File: config.mk
export PLATFORM = sky130hd
export DESIGN_NAME = led_wb_slave
export DESIGN_NICKNAME = d
export VERILOG_FILES = /design/src/rtl/led_wb_slave_pkg.sv /design/src/rtl/led_wb_slave_ledsr_shifter.sv /design/src/rtl/led_wb_slave.sv
export SDC_FILE = /design/constraint.sdc
export NUM_CORES = 1
export LEC_CHECK = 0
export ABC_CLOCK_PERIOD_IN_PS = 3700
export BUFFER_PORTS_ARGS = -buffer_cell sky130_fd_sc_hd__buf_4
export CAP_MARGIN = 5
export CORE_MARGIN = 4
export CORE_UTILIZATION = 51
export CTS_CLUSTER_DIAMETER = 150
export DETAILED_ROUTE_END_ITERATION = 8
export PLACE_DENSITY = 0.95
export SLEW_MARGIN = 5
export SYNTH_ARGS = -nofsm -noshare
export SYNTH_HDL_FRONTEND = slang
export SYNTH_SLANG_ARGS = --single-unit
File: constraint.sdc
create_clock -name wb_clk -period 3.7 [get_ports wb_clk]
set_input_delay 0.555 -clock wb_clk [delete_from_list [all_inputs] [get_ports wb_clk]]
set_output_delay 0.555 -clock wb_clk [all_outputs]
set_load 0.02 [all_outputs]
File: src/rtl/led_wb_slave_pkg.sv
// Shared types and constants for the LED bank Wishbone slave and its
// serial shifter. Optional feature macro: LED_WB_SLAVE_WRITE_MERGE_EN.
package led_wb_slave_pkg;

    localparam int SHIFT_BITS = 16;
    localparam int BIT_W      = $clog2(SHIFT_BITS);

    localparam logic BANK0 = 1'b0;
    localparam logic BANK1 = 1'b1;

    typedef enum logic [1:0] {
        IDLE,
        BIT_LO,
        BIT_HI,
        LATCH
    } sr_state_e;

    typedef enum logic [1:0] {
        RSP_NONE,
        RSP_ACK,
        RSP_ERR,
        RSP_RTY
    } wb_rsp_e;

    // Highest selected byte lane wins; lane 3 has top priority.
    function automatic logic [7:0] lane_byte(input logic [3:0] sel, input logic [31:0] dat);
        logic [7:0] b;
        if (sel[3])      b = dat[31:24];
        else if (sel[2]) b = dat[23:16];
        else if (sel[1]) b = dat[15:8];
        else             b = dat[7:0];
        return b;
    endfunction

endpackage

File: src/rtl/led_wb_slave_ledsr_shifter.sv
// Serialises a 16-bit snapshot MSB first onto a 74HC595-style chain,
// then pulses the storage latch. Each sr_clk phase and the latch pulse
// last CLK_DIV cycles. Optional feature macro: LED_WB_SLAVE_WRITE_MERGE_EN
// (a start while busy is remembered and replayed right after the latch).
module ledsr_shifter
    import led_wb_slave_pkg::*;
#(
    parameter int CLK_DIV = 4
) (
    input  logic                  wb_clk,
    input  logic                  wb_rst,
    input  logic                  start,
    input  logic [SHIFT_BITS-1:0] data,
    output logic                  busy,
    output logic                  sr_clk,
    output logic                  sr_dat,
    output logic                  sr_latch
);

    localparam int                PH_W      = (CLK_DIV > 1) ? $clog2(CLK_DIV) : 1;
    localparam logic [PH_W-1:0]   PH_LAST   = PH_W'(CLK_DIV - 1);
    localparam logic [BIT_W-1:0]  BIT_FIRST = BIT_W'(SHIFT_BITS - 1);

    sr_state_e                state_q, state_d;
    logic [PH_W-1:0]          phase_q;
    logic [BIT_W-1:0]         bit_cnt_q;
    logic [SHIFT_BITS-1:0]    snap_q;
    logic                     phase_end;
    logic                     restart;
    logic                     load;

    assign phase_end = (phase_q == PH_LAST);

`ifdef LED_WB_SLAVE_WRITE_MERGE_EN
    logic pending_q;
    // A start arriving on the final latch cycle is folded into the restart.
    assign restart = pending_q | start;
`else
    assign restart = 1'b0;
`endif

    // Snapshot is captured on a fresh start and on a merged restart.
    assign load = ((state_q == IDLE) && start) ||
                  ((state_q == LATCH) && phase_end && restart);

    // State register.
    always_ff @(posedge wb_clk) begin
        if (wb_rst) state_q <= IDLE;
        else        state_q <= state_d;
    end

    // Next-state logic.
    always_comb begin
        state_d = state_q;
        case (state_q)
            IDLE:   if (start)     state_d = BIT_LO;
            BIT_LO: if (phase_end) state_d = BIT_HI;
            BIT_HI: if (phase_end) state_d = (bit_cnt_q == '0) ? LATCH : BIT_LO;
            LATCH:  if (phase_end) state_d = restart ? BIT_LO : IDLE;
            default:               state_d = IDLE;
        endcase
    end

    // Phase timer, bit counter and snapshot register.
    always_ff @(posedge wb_clk) begin
        if (wb_rst) begin
            phase_q   <= '0;
            bit_cnt_q <= '0;
            snap_q    <= '0;
        end else begin
            if (state_q == IDLE || phase_end) phase_q <= '0;
            else                              phase_q <= phase_q + PH_W'(1);

            if (load) begin
                bit_cnt_q <= BIT_FIRST;
                snap_q    <= data;
            end else if (state_q == BIT_HI && phase_end && bit_cnt_q != '0) begin
                bit_cnt_q <= bit_cnt_q - BIT_W'(1);
            end
        end
    end

`ifdef LED_WB_SLAVE_WRITE_MERGE_EN
    // Remember writes that landed mid-shift until the next snapshot load.
    always_ff @(posedge wb_clk) begin
        if (wb_rst)                    pending_q <= 1'b0;
        else if (load)                 pending_q <= 1'b0;
        else if (start && busy)        pending_q <= 1'b1;
    end
`endif

    // Output decode from the current state.
    always_comb begin
        busy     = (state_q != IDLE);
        sr_clk   = (state_q == BIT_HI);
        sr_latch = (state_q == LATCH);
        sr_dat   = 1'b0;
        if (state_q == BIT_LO || state_q == BIT_HI) sr_dat = snap_q[bit_cnt_q];
    end

endmodule

File: src/rtl/led_wb_slave.sv
// Wishbone classic slave with two 8-bit LED banks at BASE_ADR and
// BASE_ADR+1. Every accepted write kicks off a serial update of the
// external shift-register chain. Optional feature macro:
// LED_WB_SLAVE_WRITE_MERGE_EN (writes while busy are acked and merged
// into one follow-up shift instead of being retried).
module led_wb_slave
    import led_wb_slave_pkg::*;
#(
    parameter logic [31:0] BASE_ADR = 32'h9100_0000,
    parameter int          CLK_DIV  = 4
) (
    input  logic        wb_clk,
    input  logic        wb_rst,
    input  logic [31:0] wb_adr_i,
    input  logic [31:0] wb_dat_i,
    input  logic [3:0]  wb_sel_i,
    input  logic        wb_we_i,
    input  logic        wb_cyc_i,
    input  logic        wb_stb_i,
    input  logic [2:0]  wb_cti_i,
    input  logic [1:0]  wb_bte_i,
    output logic [31:0] wb_dat_o,
    output logic        wb_ack_o,
    output logic        wb_err_o,
    output logic        wb_rty_o,
    output logic        sr_clk,
    output logic        sr_dat,
    output logic        sr_latch,
    output logic        busy_o
);

    wb_rsp_e     rsp_q, rsp_d;
    logic [7:0]  bank0_q, bank1_q;
    logic [31:0] dat_q;
    logic        start_q;
    logic        req, hit, bank_sel, wr_en;
    logic [7:0]  rd_byte;
    logic        busy;

    // Classic-only slave: burst hints carry no meaning here.
    logic unused_ok;
    assign unused_ok = ^{wb_cti_i, wb_bte_i};

    // A new request is only taken while no response is on the bus.
    assign req      = wb_cyc_i & wb_stb_i & ~(wb_ack_o | wb_err_o | wb_rty_o);
    assign hit      = (wb_adr_i[31:1] == BASE_ADR[31:1]);
    assign bank_sel = wb_adr_i[0];
    assign rd_byte  = (bank_sel == BANK1) ? bank1_q : bank0_q;

    // Decide the single response for this request and whether it writes.
    always_comb begin
        rsp_d = RSP_NONE;
        wr_en = 1'b0;
        if (req) begin
            if (!hit)                      rsp_d = RSP_ERR;
            else if (!wb_we_i)             rsp_d = RSP_ACK;
            else if (wb_sel_i == 4'b0000)  rsp_d = RSP_ERR;
`ifdef LED_WB_SLAVE_WRITE_MERGE_EN
            else begin
                rsp_d = RSP_ACK;
                wr_en = 1'b1;
            end
`else
            else if (busy)                 rsp_d = RSP_RTY;
            else begin
                rsp_d = RSP_ACK;
                wr_en = 1'b1;
            end
`endif
        end
    end

    // Registered response, read data, bank writes and shift kick.
    always_ff @(posedge wb_clk) begin
        if (wb_rst) begin
            rsp_q   <= RSP_NONE;
            dat_q   <= '0;
            start_q <= 1'b0;
            bank0_q <= '0;
            bank1_q <= '0;
        end else begin
            rsp_q   <= rsp_d;
            start_q <= wr_en;
            dat_q   <= (req && hit && !wb_we_i) ? {4{rd_byte}} : 32'h0;
            if (wr_en) begin
                if (bank_sel == BANK1) bank1_q <= lane_byte(wb_sel_i, wb_dat_i);
                else                   bank0_q <= lane_byte(wb_sel_i, wb_dat_i);
            end
        end
    end

    assign wb_ack_o = (rsp_q == RSP_ACK);
    assign wb_err_o = (rsp_q == RSP_ERR);
`ifdef LED_WB_SLAVE_WRITE_MERGE_EN
    assign wb_rty_o = 1'b0;
`else
    assign wb_rty_o = (rsp_q == RSP_RTY);
`endif
    assign wb_dat_o = dat_q;
    assign busy_o   = busy;

    ledsr_shifter #(
        .CLK_DIV (CLK_DIV)
    ) u_shifter (
        .wb_clk   (wb_clk),
        .wb_rst   (wb_rst),
        .start    (start_q),
        .data     ({bank1_q, bank0_q}),
        .busy     (busy),
        .sr_clk   (sr_clk),
        .sr_dat   (sr_dat),
        .sr_latch (sr_latch)
    );

endmodule

==> flow_metrics.env <==
export IMPL_status="completed"
export IMPL_ant_nets=0
export IMPL_crit_buf_inv=1
export IMPL_crit_cells=4
export IMPL_cts_htree_levels=2
export IMPL_fmax_ghz=0.3606
export IMPL_first_iter_violations=122
export IMPL_final_hold_violation_count=0
export IMPL_crit_path_max_fanout=7
export IMPL_pin_count=117
export IMPL_reg2regPathDepth=6
export IMPL_async_flop_share_pct=0
export IMPL_syn_area_per_cell_um2=9.309
export IMPL_crit_arrival_ns=2.22
export IMPL_p_comb_share_pct=15.6
export IMPL_fp_coreArea_mm2=0.005140
export IMPL_finalCriticalPeriod_ns=2.774
export IMPL_ir_drop_mv=0.1971
export IMPL_n_antenna_cell=0
export IMPL_grt_pass1_wl_mm=10.61
export IMPL_ys_types=43
export IMPL_ys_seq_area_share_pct=37.43
export IMPL_core_rowCount=26
export IMPL_holdBufCountCts=0
export IMPL_cts_tree="done"
export IMPL_met2_usage_pct=39.66
export IMPL_slowest_stage="mux4_1"
export IMPL_cp_cell_sequence="mux4_1 > mux4_2 > and2_1 > buf_4"
export IMPL_drv_cap=0
export IMPL_critPathMaxStageDelay_ns=0.62
export IMPL_yosys_area_top_type="dfxtp_1"
export IMPL_wl_mm=6.538
export IMPL_n_fill_cell=387
export IMPL_r2r_slack_ns=1.63
export IMPL_dieWidth_um=81.13
export IMPL_grt_start_max_net_pins=52
export IMPL_via_per_inst=5.347
export IMPL_ys_ff_latch=51
export IMPL_setup_violations=0
export IMPL_dr_pass1_iters=4
export IMPL_numPortBuffers=111
export IMPL_cp_endpoint="sr_dat"
export IMPL_synth_area_leaders="dfxtp_1, mux2i_1, buf_4"
export IMPL_use_met1_pct=22.51
export IMPL_antenna_found_initial=0
export IMPL_cp_required_ns=3.14
export IMPL_ctsLongestPathBuffers=2
export IMPL_final_max_slew_viol_count=0
export IMPL_grt_pass1_vias=2328
export IMPL_synth_warnings=0
export IMPL_synthesis_instances=293
export IMPL_cts_root_buf="clkbuf_8"
export IMPL_power_frac_seq_pct=54.2
export IMPL_insertion_delay_ns=0.31
export IMPL_gr_max_usage_layer="met2"
export IMPL_wl_per_cell_um=14.93
export IMPL_crit_path_end_kind="primary output"
export IMPL_netlist_area_mm2=0.002728
export IMPL_clock_skew_ns=0.01005
export IMPL_numCtsBuffers=5
export IMPL_fin_setup_tns_ns=0
export IMPL_nNetsFinal=452
export IMPL_startpoint="u_shifter.bit_cnt_q[0]"
export IMPL_critPathKind="reg2out"
export IMPL_clkPwrFrac_pct=30.1
export IMPL_synth_edf_count=0
export IMPL_worst_slew_pin_slew_ns=0.6223
export IMPL_initial_core_util_pct=53.07
export IMPL_synth_flop_cell="dfxtp_1"
export IMPL_rsz0062_at_grt="no"
export IMPL_num_vias=2342
export IMPL_start_kind="flip-flop"
export IMPL_syn_to_final_growth_pct=27.02
export IMPL_fin_crit_sh_pct=74.96
export IMPL_netSwitchingPower_mw=0.2557
export IMPL_met3_usage_pct=4.656
export IMPL_synth_most_common_cell="dfxtp_1"
export IMPL_r2r_start="u_shifter.state_q[0]"
export IMPL_gp_congestion=0.7739
export IMPL_dieHeight_um=81.13
export IMPL_cpLargestDelayFamily="multiplexers"
export IMPL_drive_gt1_share_pct=36.14
export IMPL_yosys_top_cells_count="dfxtp_1, nand2_1, mux2i_1, buf_4, a21oi_1"
export IMPL_max_slew_margin_pct=58.41
export IMPL_final_core_util_pct=67.41
export IMPL_synth_net_count=377
export IMPL_sw_frac_of_total_pct=24.82
export IMPL_grt_overflow=0
export IMPL_drc=0
export IMPL_worstHoldPathType="reg2reg"
export IMPL_die_area_mm2=0.006582
export IMPL_cts_resized=0
export IMPL_grtUsageTotal_pct=20.65
export IMPL_p_leak_nw=1.522
export IMPL_pwr_density_cell_mw_per_mm2=297.3
export IMPL_post_dp_hpwl_mm=5.239
export IMPL_internal_power_mw=0.7744
export IMPL_clkTransAtPathRegs_ns=0.09
export IMPL_r2r_end="bank0_q[7]"
export IMPL_clock_sinks=51
export IMPL_cts_setup_buffers=0
export IMPL_yosys_area_top_type_share_pct=37.43
-- routing by layer --
layer / vias up / part of all wire, %
met5: - / 0
met4: 0 / 2.0
met3: 15 / 6.0
met2: 76 / 54
met1: 1104 / 38
li1: 1147 / -
-- through the flow --
stage / cell area, µm² / hold WS [ns] / instances / worst slack [ns] / total power, mW
after CTS: 3465 / 0.4345 / 438 / 0.9264 / 1.029
after global placement: 3382 / 0.4160 / 431 / 1.301 / 0.7270
after detailed placement: 3382 / 0.4275 / 431 / 1.268 / 0.7323
after floorplan: 2728 / 0.4072 / 293 / 1.523 / 0.6523
final: 3465 / 0.4346 / 438 / 0.9265 / 1.030
after global routing: 3465 / 0.4437 / 438 / 0.8081 / 1.068
-- area by class of cell --
class                           instances  area (µm²)  share of cell area, %
Timing Repair Buffer                  111       833.3                  24.05
Sequential cell                        51        1021                  29.47
Clock inverter                          2       13.76                 0.3973
Inverter                                5       18.77                 0.5417
Multi-Input combinational cell        194        1421                  41.03
Clock buffer                            5       68.82                  1.986
Tap cell                               70       87.58                  2.528
-- kinds of logic (layout without fill, tap and decap cells) --
| family | Yosys count | count (layout) | synth area share, % |
|---|---|---|---|
| xor gates and xnor gates | 3 | 3 | 0.9635 |
| AOI/OAI and AO/OA | 38 | 38 | 8.532 |
| and+or+nand+nor | 101 | 101 | 19.86 |
| buffers and inverters | 48 | 123 | 10.46 |
| muxes | 46 | 46 | 20.00 |
| adders and majority gates | 6 | 6 | 2.752 |
| DFF | 51 | 51 | 37.43 |
-- sequential cells by signal, summed over array words and instances, names as in the netlist --
name,count
rsp_q,2
start_q,1
bank1_q,8
u_shifter.phase_q,2
u_shifter.state_q,2
bank0_q,8
u_shifter.bit_cnt_q,4
wb_dat_o,8
u_shifter.snap_q,16
-- worst min path at each step --
stage,endpoint,start,slack (ns),cells after the start
finish,u_shifter.phase_q[0],u_shifter.phase_q[0],0.43,1
global route,u_shifter.phase_q[0],u_shifter.phase_q[0],0.44,1
CTS,rsp_q[0],wb_we_i,0.43,2
detailed placement,u_shifter.phase_q[0],u_shifter.phase_q[0],0.43,1
global placement,u_shifter.phase_q[0],u_shifter.phase_q[0],0.42,1
floorplan,u_shifter.phase_q[0],u_shifter.phase_q[0],0.41,1
-- power by group through the flow --
| stage | Sequential (mW) | Combinational [mW] | Clock [mW] |
|---|---|---|---|
| floorplan | 0.570 | 0.0822 | 0 |
| global placement | 0.571 | 0.156 | 0 |
| finish | 0.559 | 0.161 | 0.310 |
| CTS | 0.559 | 0.162 | 0.309 |
| detailed placement | 0.571 | 0.161 | 0 |
| global route | 0.559 | 0.177 | 0.332 |
-- layout by cell type, fill, tap and decap left out, drive strengths merged, types with 2 or more instances in the layout --
master / instances
nor2b: 2
a21oi: 23
and4: 2
nand2b: 16
a211oi: 2
nor2: 11
nand2: 42
buf: 111
mux2: 9
or3: 2
ha: 6
clkinv: 2
nor4b: 3
mux4: 5
mux2i: 32
dfxtp: 51
inv: 5
xnor2: 2
nor4: 7
nor3: 4
o21ai: 2
o22a: 7
clkbuf: 5
and2: 3
-- worst register-to-register path, stage by stage, from the launching register on --
cell and delay [ns]:
dfxtp_1 0.34, inv_1 0.13, ha_1 0.32, nand2_1 0.11, nor3_1 0.28, and4b_1 0.58
mux2i_1 0.25
Note: power is estimated with default switching activity, not from simulation.
